[src/rtl/comparator_monitor.sv]
// Comparator monitor: synchronise, debounce, edge-detect and count N_CH
// asynchronous comparator inputs, with sticky irqs and per-channel readback.
//
// Ports:
//   wb_clk_i    clock
//   wb_rst_i    asynchronous active-high reset
//   enable_i    monitor enable (synchronisers and clears stay live when low)
//   cmp_i       raw comparator levels, asynchronous to wb_clk_i
//   deb_len_i   debounce length; a level must be stable deb_len_i+1 cycles
//   irq_mode_i  per channel [2i+1:2i]: 00 off, 01 rise, 10 fall, 11 both
//   clear_i     per channel clear of irq, event count and overflow
//   sel_i       readback channel select
//   cmp_o       debounced levels
//   irq_o       sticky event flags
//   count_o     registered rising-edge count of channel sel_i
//   ovf_o       registered sticky overflow of channel sel_i
module comparator_monitor #(
  parameter int N_CH        = 4,
  parameter int SYNC_STAGES = 2,
  parameter int DEB_W       = 8,
  parameter int CNT_W       = 16,
  localparam int SEL_W      = (N_CH > 1) ? $clog2(N_CH) : 1
) (
  input  logic              wb_clk_i,
  input  logic              wb_rst_i,
  input  logic              enable_i,
  input  logic [N_CH-1:0]   cmp_i,
  input  logic [DEB_W-1:0]  deb_len_i,
  input  logic [2*N_CH-1:0] irq_mode_i,
  input  logic [N_CH-1:0]   clear_i,
  input  logic [SEL_W-1:0]  sel_i,
  output logic [N_CH-1:0]   cmp_o,
  output logic [N_CH-1:0]   irq_o,
  output logic [CNT_W-1:0]  count_o,
  output logic              ovf_o
);

  logic [N_CH-1:0]  sync_q [SYNC_STAGES];
  logic [N_CH-1:0]  synced;
  logic [DEB_W-1:0] deb_q  [N_CH];
  logic [CNT_W-1:0] cnt_q  [N_CH];
  logic [N_CH-1:0]  ovf_q;
  logic [N_CH-1:0]  upd;
  logic [N_CH-1:0]  rise;
  logic [N_CH-1:0]  fall;
  logic [N_CH-1:0]  hit;
  logic [CNT_W-1:0] rd_cnt;
  logic             rd_ovf;

  assign synced = sync_q[SYNC_STAGES-1];

  always_ff @(posedge wb_clk_i or posedge wb_rst_i) begin
    if (wb_rst_i) begin
      for (int s = 0; s < SYNC_STAGES; s++)
        sync_q[s] <= '0;
    end else begin
      sync_q[0] <= cmp_i;
      for (int s = 1; s < SYNC_STAGES; s++)
        sync_q[s] <= sync_q[s-1];
    end
  end

  // upd marks the cycle the debounced level flips; events are derived
  // from it so irq/count update on the same edge as cmp_o.
  always_comb begin
    upd  = '0;
    rise = '0;
    fall = '0;
    hit  = '0;
    for (int i = 0; i < N_CH; i++) begin
      upd[i]  = enable_i && (synced[i] != cmp_o[i])
                && (deb_q[i] == deb_len_i);
      rise[i] = upd[i] & synced[i];
      fall[i] = upd[i] & ~synced[i];
      hit[i]  = (rise[i] & irq_mode_i[2*i])
              | (fall[i] & irq_mode_i[2*i+1]);
    end
  end

  always_ff @(posedge wb_clk_i or posedge wb_rst_i) begin
    if (wb_rst_i) begin
      cmp_o <= '0;
      for (int i = 0; i < N_CH; i++)
        deb_q[i] <= '0;
    end else begin
      for (int i = 0; i < N_CH; i++) begin
        if (!enable_i) begin
          deb_q[i] <= '0;
        end else if (synced[i] == cmp_o[i]) begin
          deb_q[i] <= '0;
        end else if (upd[i]) begin
          deb_q[i] <= '0;
          cmp_o[i] <= synced[i];
        end else begin
          deb_q[i] <= deb_q[i] + DEB_W'(1);
        end
      end
    end
  end

  // Set beats clear for irq; clear beats a rising event for the counter.
  always_ff @(posedge wb_clk_i or posedge wb_rst_i) begin
    if (wb_rst_i) begin
      irq_o <= '0;
      ovf_q <= '0;
      for (int i = 0; i < N_CH; i++)
        cnt_q[i] <= '0;
    end else begin
      for (int i = 0; i < N_CH; i++) begin
        if (hit[i])
          irq_o[i] <= 1'b1;
        else if (clear_i[i])
          irq_o[i] <= 1'b0;

        if (clear_i[i]) begin
          cnt_q[i] <= '0;
          ovf_q[i] <= 1'b0;
        end else if (rise[i]) begin
          if (&cnt_q[i])
            ovf_q[i] <= 1'b1;
          else
            cnt_q[i] <= cnt_q[i] + CNT_W'(1);
        end
      end
    end
  end

  // Out-of-range selects match no channel and read back zero.
  always_comb begin
    rd_cnt = '0;
    rd_ovf = 1'b0;
    for (int i = 0; i < N_CH; i++) begin
      if (sel_i == SEL_W'(i)) begin
        rd_cnt = cnt_q[i];
        rd_ovf = ovf_q[i];
      end
    end
  end

  always_ff @(posedge wb_clk_i or posedge wb_rst_i) begin
    if (wb_rst_i) begin
      count_o <= '0;
      ovf_o   <= 1'b0;
    end else begin
      count_o <= rd_cnt;
      ovf_o   <= rd_ovf;
    end
  end

endmodule

[config.mk]
export PLATFORM = sky130hd
export DESIGN_NAME = comparator_monitor
export DESIGN_NICKNAME = d
export VERILOG_FILES = /design/src/rtl/comparator_monitor.sv
export SDC_FILE = /design/constraint.sdc
export NUM_CORES = 1
export LEC_CHECK = 0
export ABC_AREA = 0
export BUFFER_PORTS_ARGS = -buffer_cell sky130_fd_sc_hd__buf_2
export CORE_MARGIN = 5
export CORE_UTILIZATION = 55
export DETAILED_ROUTE_END_ITERATION = 16
export PLACE_DENSITY = 0.78
export REMOVE_ABC_BUFFERS = 1
export SYNTH_ARGS = -nofsm -noshare
export SYNTH_HDL_FRONTEND = slang
export SYNTH_SLANG_ARGS = --single-unit
[constraint.sdc]
create_clock -name wb_clk_i -period 3.9 [get_ports wb_clk_i]
set_clock_uncertainty 0.2 [all_clocks]
set_input_delay 0.39 -clock wb_clk_i [delete_from_list [all_inputs] [get_ports wb_clk_i]]
set_output_delay 0.39 -clock wb_clk_i [all_outputs]
set_load 0.01 [all_outputs]
==> results_dict.tcl <==
set metrics [dict create \
    status "completed" \
    via_count 5875 \
    setup_violations 0 \
    cp_max_fo 20 \
    maxSlewHeadroom_pct 45.47 \
    ff2ff_path_depth 5 \
    cellLeakagePower_nw 3.453 \
    port_buffers 53 \
    synth-seq-cells 133 \
    antenna_found_initial 0 \
    pwr-share-clk_pct 49.2 \
    comb_power_share_pct 4.9 \
    arrival_ns 3.09 \
    ir_worst_vdd_mv 0.3345 \
    die_x_um 123.6 \
    dp_hpwl_um 12740 \
    design.portCount 54 \
    use_met3_pct 6.585 \
    end_kind "register" \
    fp.dieArea_um2 15280 \
    layout-drive-gt1-share_pct 17.18 \
    root_buffer "clkbuf_16" \
    wl_um 17600 \
    dp.cells 886 \
    yosysSeqAreaShare_pct 46.86 \
    drv_slew 0 \
    synth_edf_count 0 \
    postRouteAntennaNets 0 \
    intPower_mw 2.378 \
    insertion_delay_ns 0.42 \
    fin_ws_ns 0.9181 \
    grt_pass1_wl_um 28610 \
    place_congestion 0.8975 \
    synth_cells 687 \
    synth_async_sr_flop_share_pct 100.0 \
    hold_depth 3 \
    rsz0062_at_grt "no" \
    cts_sinks 133 \
    wl_per_cell_um 19.07 \
    post_cts_buffers 0 \
    yosys_warnings 0 \
    grt_overflow 0 \
    first_global_vias 5674 \
    fp-row-count 41 \
    stdcell_count 923 \
    use_met2_pct 39.47 \
    cp.required_ns 4.01 \
    cts_buffers 17 \
    grt_use_met1_pct 31.01 \
    synth_area_um2 7102 \
    antenna_cells 0 \
    tightest_slew_ns 0.8105 \
    cts_max_level 4 \
    hold_slack_ns 0.05597 \
    syn_area_per_cell_um2 10.34 \
    drt-vias-per-instance 6.365 \
    grt_max_degree 67 \
    total_power_mw 3.060 \
    drv_cap 0 \
    p_switching_mw 0.6821 \
    placed_cell_area_um2 7492 \
    cts.path.max_buffers 2 \
    grt_most_used_layer "met2" \
    start_util_pct 56.28 \
    worstSetupPathType "reg2reg" \
    finalCriticalPeriod_ns 2.982 \
    final_nets 775 \
    dpl_worst_slack_ns 0.8337 \
    power_frac_seq_pct 45.8 \
    powerDensity_nw_per_um2 377.5 \
    coreArea_um2 12620 \
    cts_tree "done" \
    fin_area_um2 8107 \
    final.period_utilization_pct 76.46 \
    finalHoldViolCount 0 \
    syn_to_final_growth_pct 14.15 \
    hold_class "in2reg" \
    switching_share_pct 22.29 \
    drc 0 \
    track_usage_pct 24.46 \
    synth_cell_type_count 54 \
    drt_iter0_drc 808 \
    critPathLaunchType "register" \
    first_pass_iters 6 \
    dieHeight_um 123.6 \
    max_clock_freq_ghz 0.3354 \
    ys.flop_type "dfrtp_1" \
    path_clk_slew_ns 0.06 \
]
synth_stat cells, types with 3 or more instances:
cell type  count  share of area [%]
dfrtp_1      133                 47
nor2_1        67                3.5
nand3_1       44                3.1
xnor2_1       36                4.4
xor2_1        30                3.7
a21oi_1       28                2.0
clkbuf_1      27                1.4
inv_1         25                1.3
nand2_1       23                1.2
nor2b_1       22                1.9
nand4_1       20                1.8
nor4_1        20                1.8
o21ai_0       20                1.4
mux4_2        17                5.4
nor3_1        17                1.2
and3_1        16                1.4
and4_1        15                1.8
mux2_2        14                2.2
o31ai_1       12                1.3
or4_1         12                1.3
ha_1           8                1.4
or3_1          6               0.53
a22oi_1        5               0.53
and2_1         5               0.44
o41ai_1        5               0.62
mux2i_1        4               0.56
nand4b_1       4               0.49
nor4_2         4               0.70
a311oi_1       3               0.37
a31oi_1        3               0.26
a41oi_1        3               0.37
and4b_1        3               0.42
nand4_2        3               0.53
nor3b_1        3               0.32
nor4b_1        3               0.37
o22ai_1        3               0.26
power groups by stage:
stage / Combinational (mW) / Sequential [mW] / Clock [mW]
4_1_cts: 0.153 / 1.40 / 1.53
6_report: 0.151 / 1.40 / 1.51
3_3_place_gp: 0.143 / 1.43 / 0
3_5_place_dp: 0.149 / 1.43 / 0
2_1_floorplan: 0.0791 / 1.42 / 0
5_1_grt: 0.170 / 1.40 / 1.60
per-layer routing:
| layer | up-vias | share of wire, % | wire length [um] |
|---|---|---|---|
| met5 | - | 0 | 0 |
| met2 | 277 | 49 | 8666 |
| li1 | 2652 | - | - |
| met1 | 2900 | 40 | 7012 |
| met4 | 0 | 3.2 | 557 |
| met3 | 46 | 7.7 | 1361 |
registers in the layout, indices dropped and copies added, names as in the netlist:
| name | count |
|---|---|
| cnt_q | 64 |
| deb_q | 32 |
| count_o | 16 |
| cmp_o | 4 |
| irq_o | 4 |
| ovf_q | 4 |
| sync_q | 4 |
| synced | 4 |
| ovf_o | 1 |
per-stage QoR:
step	util [%]	TNS (ns)
floorplan	-	-32.51
global placement	59.37	0
detailed placement	59.37	0
CTS	64.24	0
global route	64.24	0
finish	64.24	0
layout make-up:
| type | count | area [um^2] |
|---|---|---|
| Clock inverter | 9 | 76.32 |
| Clock buffer | 23 | 488.0 |
| Inverter | 25 | 96.34 |
| Tap cell | 172 | 215.2 |
| Sequential cell | 133 | 3328 |
| Multi-Input combinational cell | 499 | 3557 |
| Timing Repair Buffer | 62 | 345.3 |
| Fill cell | 1002 | 4513 |
worst max-delay path, cell delays in order (launching register included):
cell	delay, ns
dfrtp_1	0.44
xor2_1	0.18
nor4_2	0.42
nand4_1	0.69
nor4_1	0.56
mux2_2	0.38
cell usage in the layout (no fill, tap or decap), drive strengths merged, types with 4 or more instances in the layout:
cell type | netlist | final
dfrtp | 133 | 133
nor2 | 67 | 67
buf | 3 | 57
nand3 | 44 | 44
xnor2 | 36 | 36
xor2 | 30 | 30
a21oi | 28 | 28
inv | 25 | 25
nor4 | 24 | 24
nand2 | 23 | 23
nand4 | 23 | 23
clkbuf | 27 | 23
nor2b | 22 | 22
o21ai | 20 | 20
nor3 | 17 | 17
mux4 | 17 | 17
and3 | 16 | 16
and4 | 15 | 15
mux2 | 14 | 14
o31ai | 12 | 12
or4 | 12 | 12
ha | 8 | 8
clkinv | 0 | 7
or3 | 6 | 6
and2 | 6 | 6
a22oi | 5 | 5
o41ai | 5 | 5
dlygate4sd3 | 0 | 5
mux2i | 4 | 4
nand4b | 4 | 4
path summary, 6_finish.rpt:
path / startpoint / end / slack [ns]
setup reg to reg: deb_q[10]$_DFF_PP0_ / cnt_q[28]$_DFFE_PP0P_ / 0.92
hold / removal: irq_mode_i[5] / irq_o[2]$_DFFE_PP0P_ / 0.06
setup / recovery: deb_q[10]$_DFF_PP0_ / cnt_q[28]$_DFFE_PP0P_ / 0.92
min in group asynchronous: wb_rst_i / cnt_q[53]$_DFFE_PP0P_ / 0.49
max in group asynchronous: wb_rst_i / irq_o[2]$_DFFE_PP0P_ / 2.13
hold reg to reg: sync_q[5]$_DFF_PP0_ / synced[1]$_DFF_PP0_ / 0.15
cell families after synthesis:
logic type	after synthesis	synth area share, %
xor gates and xnor gates	66	8.139
adders and majority gates	8	1.409
buffers and inverters	55	3.048
DFF	133	46.86
AOI/OAI and AO/OA	99	9.109
and+or+nand+nor	291	23.26
muxes	35	8.175
repair_timing:
action | 4_1_cts | 5_1_grt
hold buffers | 5 | 0
endpoints found under the setup margin | 0 | 0
endpoints found under the hold margin | 67 | 0
gates resized for setup | 0 | 0
No activity file was read; power rests on OpenSTA's default activity.
